<file path="config.mk">
export PLATFORM = sky130hd
export DESIGN_NAME = dcache_ctrl
export DESIGN_NICKNAME = d
export VERILOG_FILES = /design/src/rtl/dcache_pkg.sv /design/src/rtl/dcache_refill_cnt.sv /design/src/rtl/dcache_ctrl.sv
export SDC_FILE = /design/constraint.sdc
export NUM_CORES = 1
export LEC_CHECK = 0
export CAP_MARGIN = 0
export CORE_AREA = 2 2 39 41
export DETAILED_ROUTE_END_ITERATION = 8
export DIE_AREA = 0 0 41 43
export DONT_BUFFER_PORTS = 1
export PLACE_DENSITY = 0.52
export SLEW_MARGIN = 15
export SYNTH_ARGS = -nofsm -noshare
export SYNTH_HDL_FRONTEND = slang
export SYNTH_SLANG_ARGS = --single-unit
</file>
<file path="constraint.sdc">
create_clock -name clk -period 3 [get_ports clk]
set_clock_uncertainty 0.15 [all_clocks]
set_input_delay 0.6 -clock clk [delete_from_list [all_inputs] [get_ports clk]]
set_output_delay 0.6 -clock clk [all_outputs]
set_load 0.02 [all_outputs]
</file>
<file path="src/rtl/dcache_pkg.sv">
// Shared types and constants for the data-cache sequencer: state encoding,
// default line size and the width/saturation helper of the optional counters.
package dcache_pkg;

    typedef enum logic [1:0] {
        IDLE  = 2'd0,
        FILL  = 2'd1,
        DONE  = 2'd2,
        WRITE = 2'd3
    } state_e;

    localparam int DEF_BLOCK_WORDS = 4;
    localparam int CNT_W           = 16;

    function automatic logic [CNT_W-1:0] sat_inc(input logic [CNT_W-1:0] v);
        return (v == '1) ? v : v + CNT_W'(1);
    endfunction

endpackage

</file>
<file path="src/rtl/dcache_refill_cnt.sv">
// Word counter for a line refill: advances on each accepted word, flags the
// last word of the line and wraps to zero after it.
module dcache_refill_cnt
    import dcache_pkg::*;
#(
    parameter  int BLOCK_WORDS = DEF_BLOCK_WORDS,
    localparam int WI_W        = $clog2(BLOCK_WORDS)
) (
    input  logic            clk,
    input  logic            rst_n,
    input  logic            i_inc,
    output logic [WI_W-1:0] o_cnt,
    output logic            o_last
);

    logic [WI_W-1:0] r_cnt;

    assign o_cnt  = r_cnt;
    assign o_last = (r_cnt == WI_W'(BLOCK_WORDS - 1));

    // NOTE: sequential state uses non-blocking assignments so every flop
    // samples the pre-edge value regardless of statement order.
    always_ff @(posedge clk or negedge rst_n) begin
        if (!rst_n) begin
            r_cnt <= '0;
        end else if (i_inc) begin
            r_cnt <= o_last ? '0 : r_cnt + WI_W'(1);
        end
    end

endmodule

</file>
<file path="src/rtl/dcache_ctrl.sv">
// Data-cache sequencer (write-through, write-no-allocate, blocking): line refill
// on read miss, word write-through on store. Optional counters: DCACHE_PERF_CNT_EN.
module dcache_ctrl
    import dcache_pkg::*;
#(
    parameter  int ADDR_W      = 10,
    parameter  int BLOCK_WORDS = DEF_BLOCK_WORDS,
    localparam int WI_W        = $clog2(BLOCK_WORDS)
) (
    input  logic              clk,
    input  logic              rst_n,
    input  logic              MemRead,
    input  logic              MemWrite,
    input  logic [ADDR_W-1:0] addr,
    input  logic              hit,
    input  logic              mem_ready,
    output logic              stall,
    output logic              mem_rd_req,
    output logic              mem_wr_req,
    output logic [ADDR_W-1:0] mem_addr,
    output logic              refill_we,
    output logic [WI_W-1:0]   refill_idx,
    output logic              tag_we,
    output logic              cache_we
`ifdef DCACHE_PERF_CNT_EN
    ,
    output logic [CNT_W-1:0]  rd_hit_cnt,
    output logic [CNT_W-1:0]  rd_miss_cnt,
    output logic [CNT_W-1:0]  wr_cnt
`endif
);

    state_e          r_state;
    logic [WI_W-1:0] w_word_cnt;
    logic            w_last;
    logic            w_inc;

    assign w_inc = (r_state == FILL) && mem_ready;

    dcache_refill_cnt #(
        .BLOCK_WORDS (BLOCK_WORDS)
    ) u_refill_cnt (
        .clk    (clk),
        .rst_n  (rst_n),
        .i_inc  (w_inc),
        .o_cnt  (w_word_cnt),
        .o_last (w_last)
    );

    always_ff @(posedge clk or negedge rst_n) begin
        if (!rst_n) begin
            r_state <= IDLE;
        end else begin
            unique case (r_state)
                IDLE: begin
                    if (MemWrite)             r_state <= WRITE;
                    else if (MemRead && !hit) r_state <= FILL;
                end
                FILL:    if (mem_ready && w_last) r_state <= DONE;
                DONE:    r_state <= IDLE;
                WRITE:   if (mem_ready) r_state <= IDLE;
                default: r_state <= IDLE;
            endcase
        end
    end

    // Outputs decode from state and the live core strobes: the stall must rise
    // in the very cycle a miss or store is seen, so they cannot be registered.
    // NOTE: every output gets a default first, so no path leaves one unassigned
    // and no latch is inferred.
    always_comb begin
        stall      = 1'b0;
        mem_rd_req = 1'b0;
        mem_wr_req = 1'b0;
        mem_addr   = '0;
        refill_we  = 1'b0;
        refill_idx = '0;
        tag_we     = 1'b0;
        cache_we   = 1'b0;
        unique case (r_state)
            IDLE: begin
                if (MemWrite) begin
                    stall    = 1'b1;
                    cache_we = hit;
                end else if (MemRead && !hit) begin
                    stall = 1'b1;
                end
            end
            FILL: begin
                stall      = 1'b1;
                mem_rd_req = 1'b1;
                mem_addr   = {addr[ADDR_W-1:WI_W], w_word_cnt};
                refill_idx = w_word_cnt;
                refill_we  = mem_ready;
                tag_we     = mem_ready && w_last;
            end
            DONE: stall = 1'b1;
            WRITE: begin
                stall      = !mem_ready;
                mem_wr_req = 1'b1;
                mem_addr   = addr;
            end
            default: stall = 1'b0;
        endcase
    end

`ifdef DCACHE_PERF_CNT_EN
    logic             r_replay;
    logic [CNT_W-1:0] r_rd_hit_cnt;
    logic [CNT_W-1:0] r_rd_miss_cnt;
    logic [CNT_W-1:0] r_wr_cnt;
    logic             w_rd_hit;
    logic             w_rd_miss;
    logic             w_wr;

    // The load replayed after a refill is the same access as the miss.
    assign w_rd_hit  = (r_state == IDLE) && !MemWrite && MemRead && hit && !r_replay;
    assign w_rd_miss = (r_state == IDLE) && !MemWrite && MemRead && !hit;
    assign w_wr      = (r_state == IDLE) && MemWrite;

    always_ff @(posedge clk or negedge rst_n) begin
        if (!rst_n) begin
            r_replay      <= 1'b0;
            r_rd_hit_cnt  <= '0;
            r_rd_miss_cnt <= '0;
            r_wr_cnt      <= '0;
        end else begin
            r_replay <= (r_state == DONE);
            if (w_rd_hit)  r_rd_hit_cnt  <= sat_inc(r_rd_hit_cnt);
            if (w_rd_miss) r_rd_miss_cnt <= sat_inc(r_rd_miss_cnt);
            if (w_wr)      r_wr_cnt      <= sat_inc(r_wr_cnt);
        end
    end

    assign rd_hit_cnt  = r_rd_hit_cnt;
    assign rd_miss_cnt = r_rd_miss_cnt;
    assign wr_cnt      = r_wr_cnt;
`endif

endmodule

</file>
[Yosys cells after proc, flatten, opt, wreduce, memory -nomap -nowiden]
Cells that the tools add are included.
Operators by class
  $add $sub $neg: 1
  equality and inequality tests: 7
  mux-type cells: 17
  reductions and logical operators: 8
Operators by type and width (number)
  $pmux W10 S2: 1
  $mux W2: 6
  $mux W1: 8
  $pmux W2 S4: 1
  $eq A2 B2 Y1 const B: 3
  $logic_and A1 B1 Y1: 3
  $ne A3 B3 Y1 const B: 1
  $pmux W1 S3: 1
  $reduce_and A3 Y1: 1
  $add A2 B1 Y2 const B: 1
  $eq A2 B1 Y1 const B: 1
  $logic_not A1 Y1: 2
  $logic_not A2 Y1: 1
  $ne A2 B1 Y1 const B: 1
  $ne A2 B2 Y1 const B: 1
  $reduce_or A2 Y1: 1
Storage, ports and cells
  register bits: 4
  output and inout port bits: 18
  word-level logic and storage cells: 35

[Logic depth before layout (Yosys ltp)]
  depth after elaboration: 5
  depth in mapped cells: 6

[By module]
From an unflattened synthesis, not the netlist that was laid out.
Second synthesis, totals
  cells, all modules: 47
  area total of the unflattened synthesis: 404.1 µm²
Modules (own cells, without submodules)
  dcache_ctrl: instances 1, cells each 41, area each 310.3 µm², seq. area each 50.0 µm²
  dcache_refill_cnt: instances 1, cells each 6, area each 93.8 µm², seq. area each 50.0 µm²

[Worst setup path after synthesis]
No wires, ideal clock.
  path kind: reg-to-output
  start point: reg r_state[1]
  end point: out mem_addr[0]
  data arrival time: 1517 ps
  required time: 2250 ps
  slack: 733 ps
  cell stages (with the launch flop): 6
  path buffers: 0
  path through: dfrtp_1 inv_1 ha_1 and2_1 a21oi_1 nor2_1
On the way
  longest elaborated chain between the ends: 2
  elaborated cells on any way between the ends: 3
  classes of those cells: 2 x eq/ne; 1 x mux
Ends and longest elaborated chain
  start, declared: line dcache_ctrl.sv:33  | state_e r_state;
  start signal, assigned: line dcache_ctrl.sv:52  | r_state <= IDLE;
  start signal, assigned: line dcache_ctrl.sv:56  | if (MemWrite) r_state <= WRITE;
  start signal, assigned: line dcache_ctrl.sv:57  | else if (MemRead && !hit) r_state <= FILL;
  $eq A2 B2 Y1 / $eq A2 B1 Y1 (equally long branches): line dcache_ctrl.sv:80  | unique case (r_state)
  $pmux W10 S2 *: line dcache_ctrl.sv:80
  end, declared: line dcache_ctrl.sv:20  | output logic [ADDR_W-1:0] mem_addr,
Every way passes the cells marked *; elsewhere a longest branch is shown, timed or not.

[Final worst setup path]
Same ends and word-level chain as after synthesis.

==> qor.yml <==
setup_slack_ns: 0.5129
grt_max_degree: 10
cp-end-kind: "primary output"
yosysTopAreaCell: "dfrtp_1"
fillerInstances: 153
clkLatencyLatePin_ns: 0.23
synth_nets: 66
viasPerCell: 5.152
slowest_delay_ns: 0.39
drc: 0
max_slew_margin_pct: 70.38
cts_tree: "built"
postPlaceCellArea_um2: 422.9
die-height_um: 43
fmax_mhz: 402.1
numPortBuffers: 0
min_period_ns: 2.487
ys_ff_latch: 4
worstPathArrival_ns: 1.74
worst-path-max-fanout: 9
cp_slowest_cell: "dfrtp_1"
slew_violations: 0
critical_path_buf_inv_count: 2
grtUsageTotal_pct: 10.31
powerDensity_nw_per_um2: 1241
dpl.hpwl_um: 651.1
total_power_uw: 565.0
hold_ws_ns: 0.3754
synth_edf_count: 0
yosys_warnings: 0
maxCapViolCount: 0
clock_sink_count: 4
num_rows: 14
leakage_nw: 0.2325
h-tree-depth: 1
rsz0062_at_grt: "no"
cp_top_family: "simple AND/OR/NAND/NOR gates"
placed_cells_incl_taps: 62
fin_nets: 73
synth_cells: 45
grt_pass1_wl_um: 1186
drt_iter0_drc: 2
fp.dieW_um: 41
yosysMostFrequentCell: "nor2b_1"
tightest_slew_ns: 0.4457
ant_nets: 0
ys_seq_area_share_pct: 25.32
num_antenna_cells: 0
ctsResizeCount: 0
required_ns: 2.25
cts_buffer_depth: 2
synth.top_cell.area_share_pct: 25.32
finalCritPeriodShare_pct: 82.90
fin_cells: 66
routed_wirelength_um: 755
finalSetupViolations: 0
avgSynthCellArea_um2: 8.786
first_global_vias: 307
synth.distinct_cells: 21
final_cell_area_um2: 455.4
antenna_found_initial: 0
area_delta_synth_final_pct: 15.19
dieArea_um2: 1763
clockRootBuffer: "clkbuf_4"
gp_congestion: 0.6805
clk_pin_slew_ns: 0.04
ys_top_cells_by_count: "6 x nor2b_1, 5 x ha_1, 4 x a21oi_1, 4 x dfrtp_1, 4 x nor2_1"
ir_drop_mv: 0.3527
setup.worst_path.class: "reg -> out"
hold_viol: 0
final_core_util_pct: 32.91
async_flop_share_pct: 100.0
grt-ovfl-total: 0
syn_area_um2: 395.4
firstDrtPassIters: 2
hp-class: "reg -> reg"
core_region_area_um2: 1384
cts_inserted_buffers: 3
fin_tns_setup_ns: 0
status: "completed"
io_pins: 34
initial_core_util_pct: 28.57
crit_path_start_kind: "flop"
drive_above_1_share_pct: 22.00
wire_per_inst_um: 11.44
ys.flop_type: "dfrtp_1"
preCtsSetupSlack_ns: 0.7429
crit_chain: "inv_1, ha_1, buf_4, and2_1, a21oi_1, nor2_1"
ys_top_cells_by_area: "dfrtp_1 25%, ha_1 16%, nor2b_1 9.5%"
vias: 340
-- cells by family after synthesis --
logic type	Yosys count	share of synthesized area, %
and+or+nand+nor	22	34.81
AOI/OAI and AO/OA	7	12.34
adders and majority gates	5	15.82
buffers and inverters	4	3.796
DFF	4	25.32
muxes	3	7.911
-- final timing paths --
| path | from | end | slack, ns | cells past startpoint |
|---|---|---|---|---|
| max | r_state[1] | mem_addr[0] | 0.51 | 6 |
| min | u_refill_cnt.o_cnt[0] | u_refill_cnt.o_cnt[0] | 0.38 | 1 |
| max reg2reg | r_state[1] | r_state[0] | 1.44 | 7 |
| min reg2reg | u_refill_cnt.o_cnt[0] | u_refill_cnt.o_cnt[0] | 0.38 | 1 |
| max in group asynchronous | rst_n | u_refill_cnt.o_cnt[1] | 2.06 | 1 |
| min in group asynchronous | rst_n | r_state[1] | 0.48 | 1 |
-- registers in the layout (all words and copies together), names as in the netlist --
signal / flops
r_state: 2
u_refill_cnt.o_cnt: 2
-- worst reg2reg max path: cells and delay by family, from the launching register on --
family / cells / cell delay, ns
AND/OR/NAND/NOR: 1 / 0.07
AO/OA/AOI/OAI: 2 / 0.35
buffers and inverters: 3 / 0.34
adder cells (fa/ha/maj): 1 / 0.15
flip-flops: 1 / 0.39
-- per-layer routing --
layer	wire (um)	GRT usage [%]
met1	269	9.868
met2	349	16.56
met3	121	3.665
met4	14	8.000
met5	0	0
-- power by group --
group          internal, mW  switching, mW
registers            0.0829         0.0251
logic                 0.132          0.259
clock network        0.0447         0.0207
-- area by class of cell --
type                            count  area [um^2]  share of cell area, %
Tap cell                           16        20.02                  4.396
Timing Repair Buffer                2        17.52                  3.846
Inverter                            4        15.01                  3.297
Sequential cell                     4        100.1                  21.98
Multi-Input combinational cell     37        280.3                  61.54
Clock buffer                        3        22.52                  4.945
-- cells in the final DEF, fill, tap and decap left out --
cell type	count
nor2b_1	6
and3_2	1
dlygate4sd3_1	1
mux2i_1	2
nor3b_2	1
dfrtp_1	4
nor3_1	1
and2_1	2
nand2_1	1
clkbuf_4	3
and2b_1	3
a22oi_2	1
a21oi_1	4
a21o_1	1
mux2_2	1
o22a_1	1
and3_1	1
inv_2	1
nor2_1	4
buf_4	1
inv_1	3
ha_1	5
nor2_2	1
nand2b_2	1
-- timing repair --
action / CTS / global route
endpoints found under the hold margin: 4 / 0
buffers inserted: 0 / 0
endpoints found under the setup margin: 0 / 0
hold buffers: 1 / 0
No activity file was read; power rests on OpenSTA's default activity.
